## config.mk

```make
export PLATFORM = sky130hd
export DESIGN_NAME = mem_arbiter
export DESIGN_NICKNAME = d
export VERILOG_FILES = /design/src/rtl/mem_arbiter.sv
export SDC_FILE = /design/constraint.sdc
export NUM_CORES = 1
export LEC_CHECK = 0
export CORE_MARGIN = 2
export CORE_UTILIZATION = 24
export CTS_BUF_LIST = sky130_fd_sc_hd__clkbuf_2
export DETAILED_ROUTE_END_ITERATION = 6
export SETUP_SLACK_MARGIN = 0.1
export SYNTH_ARGS = -nofsm -noshare
export SYNTH_HDL_FRONTEND = slang
export SYNTH_SLANG_ARGS = --single-unit
```

## constraint.sdc

```tcl
create_clock -name CLK -period 2.2 [get_ports CLK]
set_clock_uncertainty 0.2 [all_clocks]
set_input_delay 0.44 -clock CLK [delete_from_list [all_inputs] [get_ports CLK]]
set_output_delay 0.44 -clock CLK [all_outputs]
set_load 0.03 [all_outputs]
```

## src/rtl/mem_arbiter.sv

```systemverilog
// mem_arbiter: serialises instruction/data requests onto a single-ported RAM, data first
// Ports: CLK/RST (sync, active-high); iREN/iaddr instruction request; dREN/dWEN/daddr/dstore data request;
// ihit/iload, dhit/dload one-cycle completion strobes with load data; ramREN/ramWEN/ramaddr/ramstore
// drive the RAM, ramload/ramstate come back from it; err is the sticky failure flag.
// Define MEM_ARB_PERF_EN to add saturating icount/dcount completion counters.
module mem_arbiter #(
  parameter int ADDR_W = 32,
  parameter int DATA_W = 32,
  parameter int TIMEOUT_CYC = 255
) (
  input  logic              CLK,
  input  logic              RST,
  input  logic              iREN,
  input  logic [ADDR_W-1:0] iaddr,
  input  logic              dREN,
  input  logic              dWEN,
  input  logic [ADDR_W-1:0] daddr,
  input  logic [DATA_W-1:0] dstore,
  output logic              ihit,
  output logic [DATA_W-1:0] iload,
  output logic              dhit,
  output logic [DATA_W-1:0] dload,
  output logic              ramREN,
  output logic              ramWEN,
  output logic [ADDR_W-1:0] ramaddr,
  output logic [DATA_W-1:0] ramstore,
  input  logic [DATA_W-1:0] ramload,
  input  logic [1:0]        ramstate,
`ifdef MEM_ARB_PERF_EN
  output logic [31:0]       icount,
  output logic [31:0]       dcount,
`endif
  output logic              err
);
  localparam int CW = $clog2(TIMEOUT_CYC + 1);
  localparam logic [2:0] IDLE = 3'd0, DATA = 3'd1, INSTR = 3'd2, DONE = 3'd3, FAIL = 3'd4;
  localparam logic [1:0] ACCESS = 2'd2, ERROR = 2'd3;
  logic [2:0]        state;
  logic              h_data, h_wen;
  logic [ADDR_W-1:0] h_addr;
  logic [DATA_W-1:0] h_store, load_q;
  logic [CW-1:0]     cnt, cnt_nxt;
  always_comb begin
    cnt_nxt  = cnt + 1'b1;
    ramREN   = state == INSTR || (state == DATA && !h_wen);
    ramWEN   = state == DATA && h_wen;
    ramaddr  = (state == DATA || state == INSTR) ? h_addr : '0;
    ramstore = (state == DATA && h_wen) ? h_store : '0;
    ihit     = state == DONE && !h_data;
    dhit     = state == DONE && h_data;
    iload    = (state == DONE && !h_data) ? load_q : '0;
    dload    = (state == DONE && h_data) ? load_q : '0;
    err      = state == FAIL;
  end
  // DONE always returns to IDLE, so a request level still high on the hit edge is never re-granted.
  // The counter compare fires on the wait that would make it equal TIMEOUT_CYC, so it never wraps.
  always_ff @(posedge CLK) begin
    if (RST) begin
      state   <= IDLE;
      h_data  <= 1'b0;
      h_wen   <= 1'b0;
      h_addr  <= '0;
      h_store <= '0;
      load_q  <= '0;
      cnt     <= '0;
    end else begin
      case (state)
        IDLE:
          if (dREN || dWEN) begin
            state   <= DATA;
            h_data  <= 1'b1;
            h_wen   <= dWEN;
            h_addr  <= daddr;
            h_store <= dWEN ? dstore : '0;
            cnt     <= '0;
          end else if (iREN) begin
            state   <= INSTR;
            h_data  <= 1'b0;
            h_wen   <= 1'b0;
            h_addr  <= iaddr;
            h_store <= '0;
            cnt     <= '0;
          end
        DATA, INSTR:
          if (ramstate == ACCESS) begin
            state  <= DONE;
            load_q <= h_wen ? '0 : ramload;
          end else if (ramstate == ERROR || cnt_nxt == CW'(TIMEOUT_CYC)) begin
            state <= FAIL;
          end else begin
            cnt <= cnt_nxt;
          end
        DONE: state <= IDLE;
        default: state <= FAIL;
      endcase
    end
  end
`ifdef MEM_ARB_PERF_EN
  always_ff @(posedge CLK) begin
    if (RST) begin
      icount <= '0;
      dcount <= '0;
    end else if (state == DONE) begin
      icount <= (!h_data && !(&icount)) ? icount + 1'b1 : icount;
      dcount <= (h_data && !(&dcount)) ? dcount + 1'b1 : dcount;
    end
  end
`endif
endmodule

```

# Word-level counts from Yosys, hierarchy flattened

Cells that the tools add are included.

Flip-flop bits (word level): 109
Input port bits: 135
Output and inout port bits: 133
Logic and storage cells: 60

Add/subtract/negate cells: 1
Equal/unequal tests: 11
Multiplexer cells: 23
Reduce and logical (&&, ||, !) cells: 18

Operators by type and width:

| operator                                                         | number |
|---|---|
| 32-bit two-way mux                                               | 10 |
| 8-bit two-way mux                                                | 4 |
| 8-bit one-hot mux with 2 select lines                            | 1 |
| 3-bit two-way mux                                                | 4 |
| 3-bit one-hot mux with 3 select lines                            | 1 |
| 8-bit by 1-bit adder with 8-bit output (second input constant)   | 1 |
| 8-bit == test (second input constant)                            | 1 |
| 3-bit by 2-bit == test with 1-bit output (second input constant) | 2 |
| 3-bit != test (second input constant)                            | 2 |
| 2-bit AND reduction                                              | 3 |
| 2-bit == test (second input constant)                            | 2 |
| 1-bit logical AND                                                | 4 |
| 1-bit logical OR                                                 | 4 |
| 2-bit != test (second input constant)                            | 2 |
| 4-bit AND reduction                                              | 1 |
| 2-bit nonzero test                                               | 2 |
| 3-bit by 1-bit == test with 1-bit output (second input constant) | 1 |
| 3-bit == test (second input constant)                            | 1 |
| 3-bit logical NOT                                                | 1 |
| 1-bit two-way mux                                                | 3 |
| 1-bit logical NOT                                                | 2 |
| 2-bit OR reduction                                               | 1 |

# Logic depth before layout (Yosys ltp)

Word-level depth: 6
Mapped depth: 10
Gate-level depth less buffers: 7

# Worst setup path after synthesis

Ideal clock, no wire load.

Path kind: reg2out
Start point: register state[0]
End point: output port iload[22]
Arrival: 1.628 ns
Required time: 1.560 ns
Setup slack: -0.068 ns
Cell stages (with the launch flop): 7
Path buffers: 1
Cells stage by stage: dfxtp_1 > inv_1 > nor2_1 > nand2_1 > nor2_1 > clkbuf_1 > and2_1

Longest elaborated chain between the ends: 3

Ends and longest elaborated chain:

| what                                     | RTL line | text |
|---|---|---|
| from (decl)                              | 38       | `logic [2:0] state;` |
| from (signal assigned)                   | 59       | `state <= IDLE;` |
| from (signal assigned)                   | 70       | `state <= DATA;` |
| from (signal assigned)                   | 77       | `state <= INSTR;` |
| 3-bit by 2-bit == test with 1-bit output | n/a      |  |
| 1-bit logical AND                        | n/a      |  |
| net ihit                                 | 19       | `output logic ihit,` |
| 32-bit two-way mux                       | 51       | `iload = (state == DONE && !h_data) ? load_q : '0;` |
| to (decl)                                | 20       | `output logic [DATA_W-1:0] iload,` |

The timed path passes the listed nets, and every way through them passes these cells.

# Worst setup path in the final report

Start point: register state[0]
End point: output port dload[0]

Longest elaborated chain between the ends: 3

Ends and longest elaborated chain:

| what                                     | RTL line | text |
|---|---|---|
| 3-bit by 2-bit == test with 1-bit output | 52       | `dload = (state == DONE && h_data) ? load_q : '0;` |
| 1-bit logical AND                        | 52       |  |
| 32-bit two-way mux                       | 52       |  |
| to (decl)                                | 22       | `output logic [DATA_W-1:0] dload,` |

No other way between the ends.

==> flow_summary.json <==
{
  "postSynthNetCount": 848,
  "drt_first_iter_violations": 242,
  "die_x_um": 154,
  "number_of_flops_mapped_to_enable_cells_by_yosys": 0,
  "cellPowerDensity_nw_per_um2": 838,
  "row_count": 54,
  "setup.worst_path.class": "reg -> out",
  "rr_endpoint": "cnt[4]",
  "synthesis.yosys.warnings": 0,
  "synth_area_in_simple_gates_pct": 38.5,
  "route.detailed.drc": 0,
  "grt_setup_unrepaired": "yes",
  "path_max_fanout": 8,
  "synth_top_cell_area_share_pct": 40.4,
  "synth.lib_cells_used.distinct": 43,
  "synthDominantAreaCellType": "sky130_fd_sc_hd__dfxtp_1",
  "worst-r2r-cell-count": 7,
  "final_antenna_net_count": 0,
  "maximum_clock_path_buffer_count": 2,
  "cts_buffers": 9,
  "power.static_leakage_nw": 3.73,
  "critical_r2r_launch": "cnt[0]",
  "post_synth_main_area_contributors": "sky130_fd_sc_hd__dfxtp_1, sky130_fd_sc_hd__and2_1, sky130_fd_sc_hd__nand2_1, sky130_fd_sc_hd__a21oi_1, sky130_fd_sc_hd__a311oi_1",
  "timing.critical_path.from_type": "flop",
  "dp_hpwl_um": 12400,
  "post-synth-top-count-cell": "sky130_fd_sc_hd__and2_1",
  "worstSkewPairLatency_ns": 0.60,
  "io_buffer_count": 267,
  "maximum_number_of_pins_on_one_net_before_global_route_repair": 77,
  "via_count_of_the_first_global_routing_pass": 5318,
  "asyncSetResetFlopFracSynth_pct": 0,
  "layout_worst_path_cycle_share_pct": 120,
  "timing.critical_path.slowest_cell_delay_ns": 0.46,
  "dieHeight_um": 154,
  "crit_path_start": "state[0]",
  "cp.arrival_ns": 2.00,
  "ir_drop_worst_vdd_uv": 383,
  "holdCritPathClass": "in -> reg",
  "compound_cell_area_share_of_the_yosys_netlist_pct": 14.6,
  "clock_tree.root_cell": "sky130_fd_sc_hd__clkbuf_2",
  "initial_antenna_violation_count": 1,
  "boundaryPins": 268,
  "regToRegSetupSlack_ns": 0.13,
  "post_synth_xor_area_fraction_pct": 0.788,
  "syn2layout_area_growth_pct": 74.0,
  "netlist_instances": 711,
  "final_setup_viols": 132,
  "vias_per_cell": 4.64,
  "timing.final.max_slew_violations": 0,
  "synth.cell_area_um2": 5400,
  "dp_slack_ns": -0.115,
  "numClockSinks": 109,
  "finish.utilization_pct": 42.8,
  "synth.mux.area_fraction_pct": 0,
  "synth_adder_area_share_pct": 0.463,
  "leading_post_synthesis_cells_by_instance_count": "sky130_fd_sc_hd__and2_1, sky130_fd_sc_hd__dfxtp_1, sky130_fd_sc_hd__nand2_1, sky130_fd_sc_hd__a21oi_1, sky130_fd_sc_hd__nor2_1",
  "synth_top_family_by_area": "simple AND/OR/NAND/NOR gates",
  "fmaxAchievable_mhz": 378,
  "layout_setup_ws_ns": -0.444,
  "htree_levels": 3,
  "num-nets-final": 1105,
  "via_count": 5814,
  "grt_overflow": 0,
  "syn_avg_cell_area_um2": 7.59,
  "cells_along_the_critical_path": "inv_4 -> nor2_4 -> and3_4 -> clkbuf_16 -> and2_4 -> buf_6",
  "endpoint": "dload[0]",
  "grt_use_total_pct": 14.5,
  "tritoncts": "done",
  "place_congestion": 0.783,
  "start_util_pct": 24.6,
  "std_cell_core_area_um2": 22000,
  "layout-drive-gt1-share_pct": 31.6,
  "hold_violations": 0,
  "period_minus_slack_ns": 2.64,
  "clock_input_transition_at_the_sequential_cells_of_the_worst_setup_and_hold_paths_ns": 0.32,
  "critical-path-slowest-cell": "sky130_fd_sc_hd__dfxtp_4",
  "wl_um": 19400,
  "status": "finished with violations",
  "slew_headroom_pct": 72.1,
  "floorplan.die_area_um2": 23700,
  "yosys_most_used_dff": "sky130_fd_sc_hd__dfxtp_1",
  "synth_seq_cells": 109,
  "grt_first_pass_wirelength_um": 27900,
  "tightest_slew_ns": 0.419,
  "violations": "negative setup slack",
  "drt_first_pass_iters": 4,
  "timing.critical_path.required_ns": 1.56,
  "portion_of_the_post_synthesis_area_used_by_sequential_elements_pct": 40.4,
  "post_drt_wl_per_cell_um": 15.5,
  "timing.critical_path.to_type": "output pin",
  "cap_viol_max_count": 0
}
## metrics by stage
stage / std cells / cell area, um^2 / TNS [ns] / power (mW) / hold slack, ns
floorplan: 711 / 5400 / 0 / 5.04 / 0.227
global placement: 1226 / 8210 / -1.15 / 6.50 / 0.235
detailed placement: 1226 / 8210 / -2.30 / 6.53 / 0.239
CTS: 1245 / 8780 / -52.43 / 7.63 / 0.0497
global route: 1254 / 9400 / -74.21 / 8.47 / 0.0242
finish: 1254 / 9400 / -48.77 / 7.88 / 0.128
## power breakdown
part | switching (mW) | internal [mW]
Clock | 0.705 | 0.266
Combinational | 2.39 | 1.77
Sequential | 0.272 | 2.48
Total | 3.37 | 4.51
## timing repair
item	in CTS	in global routing
gates cloned	1	7
gates resized for setup	119	129
setup endpoints to repair	137	195
hold endpoints to repair	5	0
setup buffers	1	1
hold buffers	1	0
pin swaps	3	15
## per-layer routing
layer  up-vias  global-route usage (%)  share of wire (%)
met5         -                       0                  0
met4         0                    3.78                2.2
met3        27                    4.23                6.6
met2       191                    24.7                 49
met1      2703                    17.8                 42
li1       2893                       -                  -
## cell usage in the layout, fill, tap and decap left out, types with 4 or more instances in the layout
cell                              instances
sky130_fd_sc_hd__clkdlybuf4s50_1        133
sky130_fd_sc_hd__buf_6                  131
sky130_fd_sc_hd__nand2_1                107
sky130_fd_sc_hd__dfxtp_1                103
sky130_fd_sc_hd__a21oi_1                 72
sky130_fd_sc_hd__and2_4                  71
sky130_fd_sc_hd__nor2_1                  69
sky130_fd_sc_hd__and2_1                  58
sky130_fd_sc_hd__nand3_1                 39
sky130_fd_sc_hd__a311oi_1                32
sky130_fd_sc_hd__nor3b_1                 26
sky130_fd_sc_hd__buf_4                   26
sky130_fd_sc_hd__buf_12                  11
sky130_fd_sc_hd__clkbuf_2                10
sky130_fd_sc_hd__nor3b_2                  7
sky130_fd_sc_hd__clkbuf_16                6
sky130_fd_sc_hd__inv_1                    4
sky130_fd_sc_hd__a31oi_1                  4
## sequential cells by signal, indices dropped and copies added, names as in the netlist
name and flops:
h_addr 32, h_store 32, h_data 1, h_wen 1
state 3, cnt 8, load_q 32
## worst min-delay path by stage
stage	depth (start not counted)	endpoint	from	slack, ns
after floorplan	2	h_store[0]	h_store[0]	0.23
after global placement	2	h_store[8]	h_store[8]	0.23
after detailed placement	2	h_store[8]	h_store[8]	0.24
after CTS	3	h_addr[23]	iaddr[23]	0.05
after global routing	3	h_addr[19]	iaddr[19]	0.02
final	3	h_addr[23]	iaddr[23]	0.13
## final cells by class
class,count,area [um^2]
well taps,280,350
fillers,2183,12600
clock buffers,10,50.0
multi-input cells,533,3290
clock inverters,6,63.8
inverters,5,21.3
repair buffers,310,3420
flip-flops and latches,109,2200
diodes,1,2.50
## logic make-up (layout without fill, tap and decap cells)
family | count (synthesis) | in the layout
xor+xnor | 4 | 4
flops | 109 | 109
simple gates | 405 | 405
compound gates | 122 | 122
other cells | 0 | 1
buf+inv | 69 | 331
fa+ha+maj | 2 | 2
## worst max-delay path, delay by kind of cell, from the launching register on
family        cells  cell delay, ns
simple gates      3            0.57
buf+inv           3            0.36
flops             1            0.46
Power figures use the tool's default switching activity.
